$ cat config.mk
export PLATFORM = sky130hd
export DESIGN_NAME = dma_reg_arbiter_flat
export DESIGN_NICKNAME = d
export VERILOG_FILES = /design/src/rtl/dma_reg_arbiter_if.sv /design/src/rtl/dma_reg_arbiter.sv /design/src/flat_wrapper.sv
export SDC_FILE = /design/constraint.sdc
export NUM_CORES = 1
export LEC_CHECK = 0
export ABC_AREA = 0
export CELL_PAD_IN_SITES_DETAIL_PLACEMENT = 0
export CELL_PAD_IN_SITES_GLOBAL_PLACEMENT = 1
export CORE_MARGIN = 5
export CORE_UTILIZATION = 30
export DETAILED_ROUTE_END_ITERATION = 7
export PLACE_DENSITY = 0.9
export SLEW_MARGIN = 30
export SYNTH_ARGS = -nofsm -noshare
export SYNTH_HDL_FRONTEND = slang
export SYNTH_SLANG_ARGS = --single-unit
export TNS_END_PERCENT = 100
$ cat constraint.sdc
create_clock -name clk -period 5 [get_ports clk]
set_clock_uncertainty 0.1 [all_clocks]
set_input_delay 1 -clock clk [delete_from_list [all_inputs] [get_ports clk]]
set_output_delay 1 -clock clk [all_outputs]
set_load 0.05 [all_outputs]
$ cat src/rtl/dma_reg_arbiter_if.sv
// Requester-fabric / DMA-register-port bundle for dma_reg_arbiter.
// req_lock exists only when DMA_ARB_LOCK_EN is defined.
`ifndef DATA_WIDTH
`define DATA_WIDTH 32
`endif
`ifndef ADDR_WIDTH
`define ADDR_WIDTH 16
`endif

interface dma_reg_arbiter_if #(
  parameter int NUM_REQ = 2,
  parameter int DW      = `DATA_WIDTH,
  parameter int AW      = `ADDR_WIDTH
);
  logic [NUM_REQ-1:0]    req;
  logic [NUM_REQ-1:0]    req_we;
  logic [NUM_REQ*AW-1:0] req_addr;
  logic [NUM_REQ*DW-1:0] req_wdata;
`ifdef DMA_ARB_LOCK_EN
  logic [NUM_REQ-1:0]    req_lock;
`endif
  logic [NUM_REQ-1:0]    gnt;
  logic [NUM_REQ-1:0]    rsp_valid;
  logic [DW-1:0]         rsp_rdata;
  logic                  wr_en;
  logic                  rd_en;
  logic [DW-1:0]         wdata;
  logic [AW-1:0]         addr;
  logic [DW-1:0]         rdata;

`ifdef DMA_ARB_LOCK_EN
  modport slave (
    input  req, req_we, req_addr, req_wdata, req_lock, rdata,
    output gnt, rsp_valid, rsp_rdata, wr_en, rd_en, wdata, addr
  );
  modport master (
    output req, req_we, req_addr, req_wdata, req_lock, rdata,
    input  gnt, rsp_valid, rsp_rdata, wr_en, rd_en, wdata, addr
  );
`else
  modport slave (
    input  req, req_we, req_addr, req_wdata, rdata,
    output gnt, rsp_valid, rsp_rdata, wr_en, rd_en, wdata, addr
  );
  modport master (
    output req, req_we, req_addr, req_wdata, rdata,
    input  gnt, rsp_valid, rsp_rdata, wr_en, rd_en, wdata, addr
  );
`endif
endinterface

$ cat src/rtl/dma_reg_arbiter.sv
// Round-robin arbiter sequencing single reads/writes from NUM_REQ masters onto one DMA register port.
// Define DMA_ARB_LOCK_EN to let a winner holding req_lock keep the port for atomic sequences.
`ifndef DATA_WIDTH
`define DATA_WIDTH 32
`endif
`ifndef ADDR_WIDTH
`define ADDR_WIDTH 16
`endif

module dma_reg_arbiter #(
  parameter int NUM_REQ = 2,
  parameter int RD_LAT  = 1,
  parameter int DW      = `DATA_WIDTH,
  parameter int AW      = `ADDR_WIDTH
) (
  input  logic             clk,
  input  logic             rst_n,
  dma_reg_arbiter_if.slave bus
);
  localparam int IW = (NUM_REQ > 1) ? $clog2(NUM_REQ) : 1;
  localparam int CW = (RD_LAT > 1) ? $clog2(RD_LAT) : 1;

  localparam logic [1:0] S_IDLE   = 2'd0;
  localparam logic [1:0] S_ISSUE  = 2'd1;
  localparam logic [1:0] S_RDWAIT = 2'd2;

  logic [1:0]         state_q, state_d;
  logic [IW-1:0]      rr_last_q, rr_last_d;
  logic [CW-1:0]      cnt_q, cnt_d;
  logic [NUM_REQ-1:0] gnt_q, gnt_d;
  logic [NUM_REQ-1:0] rsp_valid_q, rsp_valid_d;
  logic [DW-1:0]      rsp_rdata_q, rsp_rdata_d;
  logic               wr_en_q, wr_en_d;
  logic               rd_en_q, rd_en_d;
  logic [DW-1:0]      wdata_q, wdata_d;
  logic [AW-1:0]      addr_q, addr_d;
`ifdef DMA_ARB_LOCK_EN
  logic               lock_q, lock_d;
`endif

  logic [NUM_REQ-1:0][AW-1:0] addr_v;
  logic [NUM_REQ-1:0][DW-1:0] wdata_v;
  logic [IW-1:0]              win;
  logic                       win_vld;

  genvar g;
  generate
    for (g = 0; g < NUM_REQ; g++) begin : g_unpack
      assign addr_v[g]  = bus.req_addr[g*AW +: AW];
      assign wdata_v[g] = bus.req_wdata[g*DW +: DW];
    end
  endgenerate

  // Scan from rr_last+1 with wrap; descending loop so the nearest requester wins.
  always_comb begin
    int idx;
    idx     = 0;
    win     = rr_last_q;
    win_vld = 1'b0;
    for (int k = NUM_REQ; k >= 1; k--) begin
      idx = int'(rr_last_q) + k;
      if (idx >= NUM_REQ) idx = idx - NUM_REQ;
      if (bus.req[IW'(idx)]) begin
        win     = IW'(idx);
        win_vld = 1'b1;
      end
    end
`ifdef DMA_ARB_LOCK_EN
    if (lock_q && bus.req[rr_last_q]) begin
      win     = rr_last_q;
      win_vld = 1'b1;
    end
`endif
  end

  always_comb begin
    state_d     = state_q;
    rr_last_d   = rr_last_q;
    cnt_d       = cnt_q;
    gnt_d       = '0;
    rsp_valid_d = '0;
    rsp_rdata_d = rsp_rdata_q;
    wr_en_d     = 1'b0;
    rd_en_d     = 1'b0;
    wdata_d     = wdata_q;
    addr_d      = addr_q;
`ifdef DMA_ARB_LOCK_EN
    lock_d      = lock_q;
`endif
    case (state_q)
      S_IDLE: begin
`ifdef DMA_ARB_LOCK_EN
        if (lock_q && !bus.req[rr_last_q]) lock_d = 1'b0;
`endif
        if (win_vld) begin
          gnt_d[win] = 1'b1;
          wr_en_d    = bus.req_we[win];
          rd_en_d    = !bus.req_we[win];
          addr_d     = addr_v[win];
          wdata_d    = wdata_v[win];
          rr_last_d  = win;
          state_d    = S_ISSUE;
`ifdef DMA_ARB_LOCK_EN
          lock_d     = bus.req_lock[win];
`endif
        end
      end
      S_ISSUE: begin
        // Strobes and gnt are single-cycle; only reads need the response wait.
        if (wr_en_q) begin
          state_d = S_IDLE;
        end else begin
          state_d = S_RDWAIT;
          cnt_d   = CW'(RD_LAT - 1);
        end
      end
      S_RDWAIT: begin
        if (cnt_q == '0) begin
          rsp_rdata_d              = bus.rdata;
          rsp_valid_d[rr_last_q]   = 1'b1;
          state_d                  = S_IDLE;
        end else begin
          cnt_d = cnt_q - 1'b1;
        end
      end
      default: state_d = S_IDLE;
    endcase
  end

  always_ff @(posedge clk or negedge rst_n) begin
    if (!rst_n) begin
      state_q     <= S_IDLE;
      rr_last_q   <= IW'(NUM_REQ - 1);
      cnt_q       <= '0;
      gnt_q       <= '0;
      rsp_valid_q <= '0;
      rsp_rdata_q <= '0;
      wr_en_q     <= 1'b0;
      rd_en_q     <= 1'b0;
      wdata_q     <= '0;
      addr_q      <= '0;
`ifdef DMA_ARB_LOCK_EN
      lock_q      <= 1'b0;
`endif
    end else begin
      state_q     <= state_d;
      rr_last_q   <= rr_last_d;
      cnt_q       <= cnt_d;
      gnt_q       <= gnt_d;
      rsp_valid_q <= rsp_valid_d;
      rsp_rdata_q <= rsp_rdata_d;
      wr_en_q     <= wr_en_d;
      rd_en_q     <= rd_en_d;
      wdata_q     <= wdata_d;
      addr_q      <= addr_d;
`ifdef DMA_ARB_LOCK_EN
      lock_q      <= lock_d;
`endif
    end
  end

  assign bus.gnt       = gnt_q;
  assign bus.rsp_valid = rsp_valid_q;
  assign bus.rsp_rdata = rsp_rdata_q;
  assign bus.wr_en     = wr_en_q;
  assign bus.rd_en     = rd_en_q;
  assign bus.wdata     = wdata_q;
  assign bus.addr      = addr_q;
endmodule

$ cat src/flat_wrapper.sv
// flat-port wrapper written by rule: the top's interface ports become plain ports
module dma_reg_arbiter_flat 
#(
  parameter int NUM_REQ = 2,
  parameter int RD_LAT  = 1,
  parameter int DW      = `DATA_WIDTH,
  parameter int AW      = `ADDR_WIDTH
)
  (clk, rst_n, bus_req, bus_req_we, bus_req_addr, bus_req_wdata, bus_rdata, bus_gnt, bus_rsp_valid, bus_rsp_rdata, bus_wr_en, bus_rd_en, bus_wdata, bus_addr);
  dma_reg_arbiter_if #(.NUM_REQ(NUM_REQ), .DW(DW), .AW(AW)) bus_i ();
  input  logic clk;
  input  logic rst_n;
  input wire logic [$bits(bus_i.req)-1:0] bus_req;
  input wire logic [$bits(bus_i.req_we)-1:0] bus_req_we;
  input wire logic [$bits(bus_i.req_addr)-1:0] bus_req_addr;
  input wire logic [$bits(bus_i.req_wdata)-1:0] bus_req_wdata;
  input wire logic [$bits(bus_i.rdata)-1:0] bus_rdata;
  output wire logic [$bits(bus_i.gnt)-1:0] bus_gnt;
  output wire logic [$bits(bus_i.rsp_valid)-1:0] bus_rsp_valid;
  output wire logic [$bits(bus_i.rsp_rdata)-1:0] bus_rsp_rdata;
  output wire logic [$bits(bus_i.wr_en)-1:0] bus_wr_en;
  output wire logic [$bits(bus_i.rd_en)-1:0] bus_rd_en;
  output wire logic [$bits(bus_i.wdata)-1:0] bus_wdata;
  output wire logic [$bits(bus_i.addr)-1:0] bus_addr;
  assign bus_i.req = bus_req;
  assign bus_i.req_we = bus_req_we;
  assign bus_i.req_addr = bus_req_addr;
  assign bus_i.req_wdata = bus_req_wdata;
  assign bus_i.rdata = bus_rdata;
  assign bus_gnt = bus_i.gnt;
  assign bus_rsp_valid = bus_i.rsp_valid;
  assign bus_rsp_rdata = bus_i.rsp_rdata;
  assign bus_wr_en = bus_i.wr_en;
  assign bus_rd_en = bus_i.rd_en;
  assign bus_wdata = bus_i.wdata;
  assign bus_addr = bus_i.addr;
  dma_reg_arbiter #(.NUM_REQ(NUM_REQ), .RD_LAT(RD_LAT), .DW(DW), .AW(AW)) u_core (.clk(clk), .rst_n(rst_n), .bus(bus_i));
endmodule
==> results of run 1 <==
[cell families (layout without fill, tap and decap cells)]
logic type,after synthesis,in the layout,share of synthesized area
simple gates,9,9,0.0170
fa+ha+maj,2,2,0.00631
flops,89,89,0.562
buf+inv,16,238,0.0363
mux,130,130,0.379
[metrics by stage]
stage | power (µW) | cell area, µm² | hold WS, ns
finish | 4740 | 6550 | 0.337
global route | 4960 | 6550 | 0.361
CTS | 4810 | 6550 | 0.348
detailed placement | 4120 | 6270 | 0.335
global placement | 4070 | 6250 | 0.330
floorplan | 3180 | 3970 | 0.375
[report_power, final]
group	total, µW	switching [µW]	internal, µW
combinational	2840	1700	1140
sequential	1240	171	1070
clock	663	274	389
total	4740	2140	2600
[cells in the mapped netlist, drive strengths merged]
library cell and number:
dfstp 1, and2 1, dfrtp 88, ha 2, nor3b 4, nand2b 1
mux2i 2, inv 1, clkbuf 1, nor2b 1, nor2 2, mux2 128
buf 14
[sequential cells by signal (all words and copies together) (netlist names)]
name,cells
u_core.bus.rsp_valid,2
u_core.bus.wdata,32
u_core.bus.rd_en,1
u_core.state_q,2
u_core.bus.gnt,2
u_core.bus.rsp_rdata,32
u_core.bus.wr_en,1
u_core.rr_last_q,1
u_core.bus.addr,16
[cell type report]
type                    count  area (µm²)
clock buffers              12         236
fillers                  1104        6530
clock inverters             4        51.3
repair buffers            221        2210
well taps                 176         220
multi-input cells         141        1610
inverters                   1        3.75
flip-flops and latches     89        2230
[per-layer routing]
metal  vias to the layer above  wire length [µm]
met2                       134              5140
met1                      1357              4200
li1                       1317                 -
met4                         0               251
met3                        18               959
met5                         -                 0
[worst max-delay path by stage]
| stage | endpoint | slack (ns) | depth (start not counted) | start |
|---|---|---|---|---|
| global placement | u_core.bus.wdata[23] | 1.48 | 4 | bus_req[0] |
| global route | u_core.bus.wdata[24] | 1.91 | 4 | bus_req[0] |
| CTS | u_core.bus.wdata[24] | 2.02 | 4 | bus_req[0] |
| finish | u_core.bus.wdata[24] | 2.05 | 4 | bus_req[0] |
| floorplan | u_core.bus.addr[10] | 2.64 | 5 | bus_req[0] |
| detailed placement | u_core.bus.addr[4] | 1.65 | 4 | bus_req[0] |
==> out/metrics.cfg, run 1 <==
[status]
status=complete, no violations

[die]
chipWidth_um=125
ios=220
die-height_um=125
die-area_um2=15600
core_um2=13100
initial_core_util=0.303
num_rows=42

[place]
io_buffers=218
hpwlAfterDp_mm=7.89
place_inst=628
dpl_worst_slack_ns=1.65
gp_congestion=0.834

[min_path]
holdCritStartpoint=u_core.bus.wr_en
holdPathEnd=u_core.state_q[1]
holdPathStages=1
hold_class=flip-flop to flip-flop

[worst_setup_path]
slowest_delay_ns=0.57
worstPathCellList=clkdlybuf4s50_1, nor3b_4, buf_4, mux2_2
critical_path_class=input pin to flip-flop
reg2regPathDepth=4
critPathSlowestCell=clkdlybuf4s50_1
start_kind=input pin
end_kind=flip-flop
critPathBufInv=2
reg2reg_to=u_core.bus.wdata[23]
rr_startpoint=u_core.rr_last_q
cpLargestDelayFamily=buffers and inverters
worstPathArrival_ns=3.06
cp.required_ns=5.11
path_max_fanout=30
reg2reg_slack_ns=2.71

[power_and_ir_drop]
p_leak_uw=0.00265
ir_worst_vdd_uv=356
power.density_nw_per_um2=723

[sta]
fin_setup_tns_ns=0
fin_crit_ns=2.95
setup_violations=0
timing.fmax_mhz=339
relSlewSlack=0.454
finalHoldViolCount=0
tightest_slew_ns=0.819
rsz0062_at_grt=false
final.setup.worst_slack_ns=2.05
slew_viol_final=0
fin_crit_sh=0.591

[yosys]
ys_top_cells_by_area=dfrtp_1 56%, mux2_2 33%, mux2_4 4.2%
syn_inst=246
syn_area_um2=3970
yosysTopAreaCellShare=0.555
avgSynthCellArea_um2=16.1
synth-seq-cells=89
seq_area_frac_synth=0.562
yosysTopAreaCell=dfrtp_1
synth_warnings=0
yosysUniqueCellTypes=17
syn_nets=382

[global_routing]
grtUsageTotal=0.136
grt.met2_usage=0.228
top_usage_layer=met2
grt_max_degree=90
met3_usage=0.0559
grt_overflow=0
grt_pass1_wl_mm=17.1
grt_pass1_vias=3309
grt_use_met1=0.154
antenna_found_initial=0

[clock_network]
cts_inserted_buffers=9
clockRootBuffer=clkbuf_16
cts_buffer_depth=2
hold_buffers=0
cts_tree=done
postCtsSetupBuffers=0
path_clk_slew_ns=0.06
clock_sinks=89
insertion_delay_ns=0.33
cts-htree-levels=3
post_cts_resized=0

[detailed_routing]
vias=2826
drc=0
drt_iter0_markers=46
first_pass_iters=3
post_drt_wl_per_cell_um=16.4
drtAntennaViolNets=0
wl_mm=10.6
vias_per_cell=4.39

[final_layout]
fin_util=0.501
fin_cells=644
final_common_cell=clkdlybuf4s50_1
layout-drive-gt1-share=0.316
diodes=0
final_cell_mix=217 x clkdlybuf4s50_1, 117 x mux2_2, 88 x dfrtp_1, 11 x mux2_4, 9 x clkbuf_16
nets=599
areaGrowthSynthToFinish_pct=65.2

[run]
maxCapViolations=0

Power figures use the tool's default switching activity.
==> run 2, diff against run 1 <==
- CORE_UTILIZATION: 30 -> 27
- PLACE_DENSITY: 0.9 -> 0.86
- clock period: 5 -> 2.4 ns (I/O delays scaled with it)
==> run 2 against run 1 <==
  * Routed wire length decreased by 0.70%
  * Sequential power increased by 110%
  * Cell count increased by 2.2%
  * Critical path depth decreased by 3
  * Die area increased by 10%
  * First-iteration DRC count increased by 41%
  * Clock-buffer cell count decreased by 2
  * Register-to-register slack got worse by 2.4 ns
  * Hold slack got worse by 0.0040 ns
  * Sequential share of layout area decreased by 0.79 points
  * Total power increased by 110%
  * Largest power group unchanged
==> out/metrics.cfg, run 2 (synthesis results as in run 1) <==
[sta]
timing.fmax_mhz=477
fin_crit_sh=0.874
fin_setup_tns_ns=0
tightest_slew_ns=0.563
rsz0062_at_grt=false
slew_viol_final=0
relSlewSlack=0.623
setup_violations=0
fin_crit_ns=2.10
finalHoldViolCount=0
final.setup.worst_slack_ns=0.302

[place]
place_inst=641
hpwlAfterDp_mm=8.21
io_buffers=218
gp_congestion=0.712
dpl_worst_slack_ns=0.0135

[die]
core_um2=14500
ios=220
initial_core_util=0.274
chipWidth_um=131
die-height_um=131
die-area_um2=17200
num_rows=44

[worst_setup_path]
worstPathCellList=clkdlybuf4s50_1
start_kind=flip-flop
critPathSlowestCell=clkdlybuf4s50_1
reg2regPathDepth=5
worstPathArrival_ns=1.52
cp_num_cells=1
end_kind=output port
critPathBufInv=1
cpLargestDelayFamily=buffers and inverters
cp.required_ns=1.82
slowest_delay_ns=0.83
critical_path_class=flip-flop to output port
path_max_fanout=2

[power_and_ir_drop]
pwr-share-seq=0.256
p_leak_uw=0.00273
pwr-share-clk=0.154
switchingPower_uw=4510
power_frac_comb=0.591
power.density_nw_per_um2=1510
p_sw_frac=0.445
internal_power_uw=5630
ir_worst_vdd_uv=670

[final_layout]
final_cell_mix=217 x clkdlybuf4s50_1, 117 x mux2_2, 88 x dfrtp_1, 11 x mux2_4, 9 x clkbuf_16
final_common_cell=clkdlybuf4s50_1
fin_cells=658
fillers=1299
layout-drive-gt1-share=0.329
diodes=0
areaGrowthSynthToFinish_pct=69.1
nets=605

[detailed_routing]
drtAntennaViolNets=0
first_pass_iters=4
drt_iter0_markers=65
wl_mm=10.5
vias_per_cell=4.33
post_drt_wl_per_cell_um=15.9
drc=0
vias=2848

[global_routing]
grt_pass1_wl_mm=17.4
grt_pass1_vias=3307
met3_usage=0.0554
grt_overflow=0
grt_max_degree=55
grtUsageTotal=0.124
grt_use_met1=0.132
top_usage_layer=met2
antenna_found_initial=0
grt.met2_usage=0.212

[min_path]
hold_class=flip-flop to flip-flop
holdPathStages=1

[clock_network]
clock_sinks=89
clockRootBuffer=clkbuf_16
insertion_delay_ns=0.34
post_cts_resized=0
postCtsSetupBuffers=0
cts-htree-levels=3
path_clk_slew_ns=0.07
cts_buffer_depth=2
cts_inserted_buffers=9
cts_tree=done

[status]
status=complete, no violations

[run]
maxCapViolations=0

-- run 2: cell types whose count changed in the layout (fill, tap and decap cells not counted), sizes merged --
| cell | previous run | this run |
|---|---|---|
| clkinv | 1 | 2 |
| inv | 2 | 3 |
| bufinv | 1 | 2 |
| clkbuf | 12 | 10 |
| dlygate4sd3 | 0 | 1 |
| buf | 4 | 9 |
| clkinvlp | 1 | 0 |
-- run 2: worst reg2reg max path: stages (launching register included) --
cell and delay (ns):
dfstp_2 0.55, inv_1 0.07, ha_2 0.38, buf_12 0.19, mux2_2 0.38, mux2_2 0.27
-- run 2: what timing repair did --
item                                    CTS  global route
endpoints found under the setup margin    0             0
hold endpoints to repair                 11             0
hold buffers                              1             0
-- run 2: power by group through the flow --
| stage | registers [µW] | clock network (µW) | logic (µW) |
|---|---|---|---|
| global route | 2700 | 1690 | 6250 |
| detailed placement | 2620 | 0 | 6060 |
| global placement | 2580 | 0 | 6000 |
| finish | 2590 | 1560 | 6000 |
| CTS | 2600 | 1620 | 6080 |
| floorplan | 5120 | 0 | 1510 |
-- run 2: path summary, 6_finish.rpt --
path                                           start  slack [ns]                       to
max in group asynchronous                      rst_n        0.96         u_core.rr_last_q
worst max register to register      u_core.rr_last_q        0.34       u_core.bus.addr[1]
worst min register to register      u_core.bus.wr_en        0.33        u_core.state_q[1]
worst min-delay path                u_core.bus.wr_en        0.33        u_core.state_q[1]
worst max-delay path            u_core.bus.wdata[22]        0.30            bus_wdata[22]
min in group asynchronous                      rst_n        0.53  u_core.bus.rsp_rdata[2]
-- run 2: routing by layer --
metal  share of wire  vias to the layer above
li1                -                     1322
met1            0.37                     1385
met2            0.51                      123
met3           0.089                       18
met4           0.026                        0
met5               0                        -
-- run 2: layout make-up --
| class | count | area, µm² | share of cell area |
|---|---|---|---|
| Timing Repair Buffer | 227 | 2310 | 0.345 |
| Inverter | 1 | 3.75 | 0.000559 |
| Sequential cell | 89 | 2230 | 0.332 |
| Multi-Input combinational cell | 141 | 1600 | 0.238 |
| Clock inverter | 6 | 97.6 | 0.0145 |
| Clock buffer | 10 | 239 | 0.0356 |
| Tap cell | 184 | 230 | 0.0343 |
-- run 2: metrics by stage --
step | utilization | hold slack (ns) | cell area, µm² | total power, µW
2_1_floorplan | - | 0.0844 | 3970 | 6630
3_3_place_gp | 0.439 | 0.322 | 6360 | 8580
3_5_place_dp | 0.439 | 0.323 | 6360 | 8680
4_1_cts | 0.463 | 0.337 | 6710 | 10300
5_1_grt | 0.463 | 0.366 | 6710 | 10600
6_report | 0.463 | 0.333 | 6710 | 10100
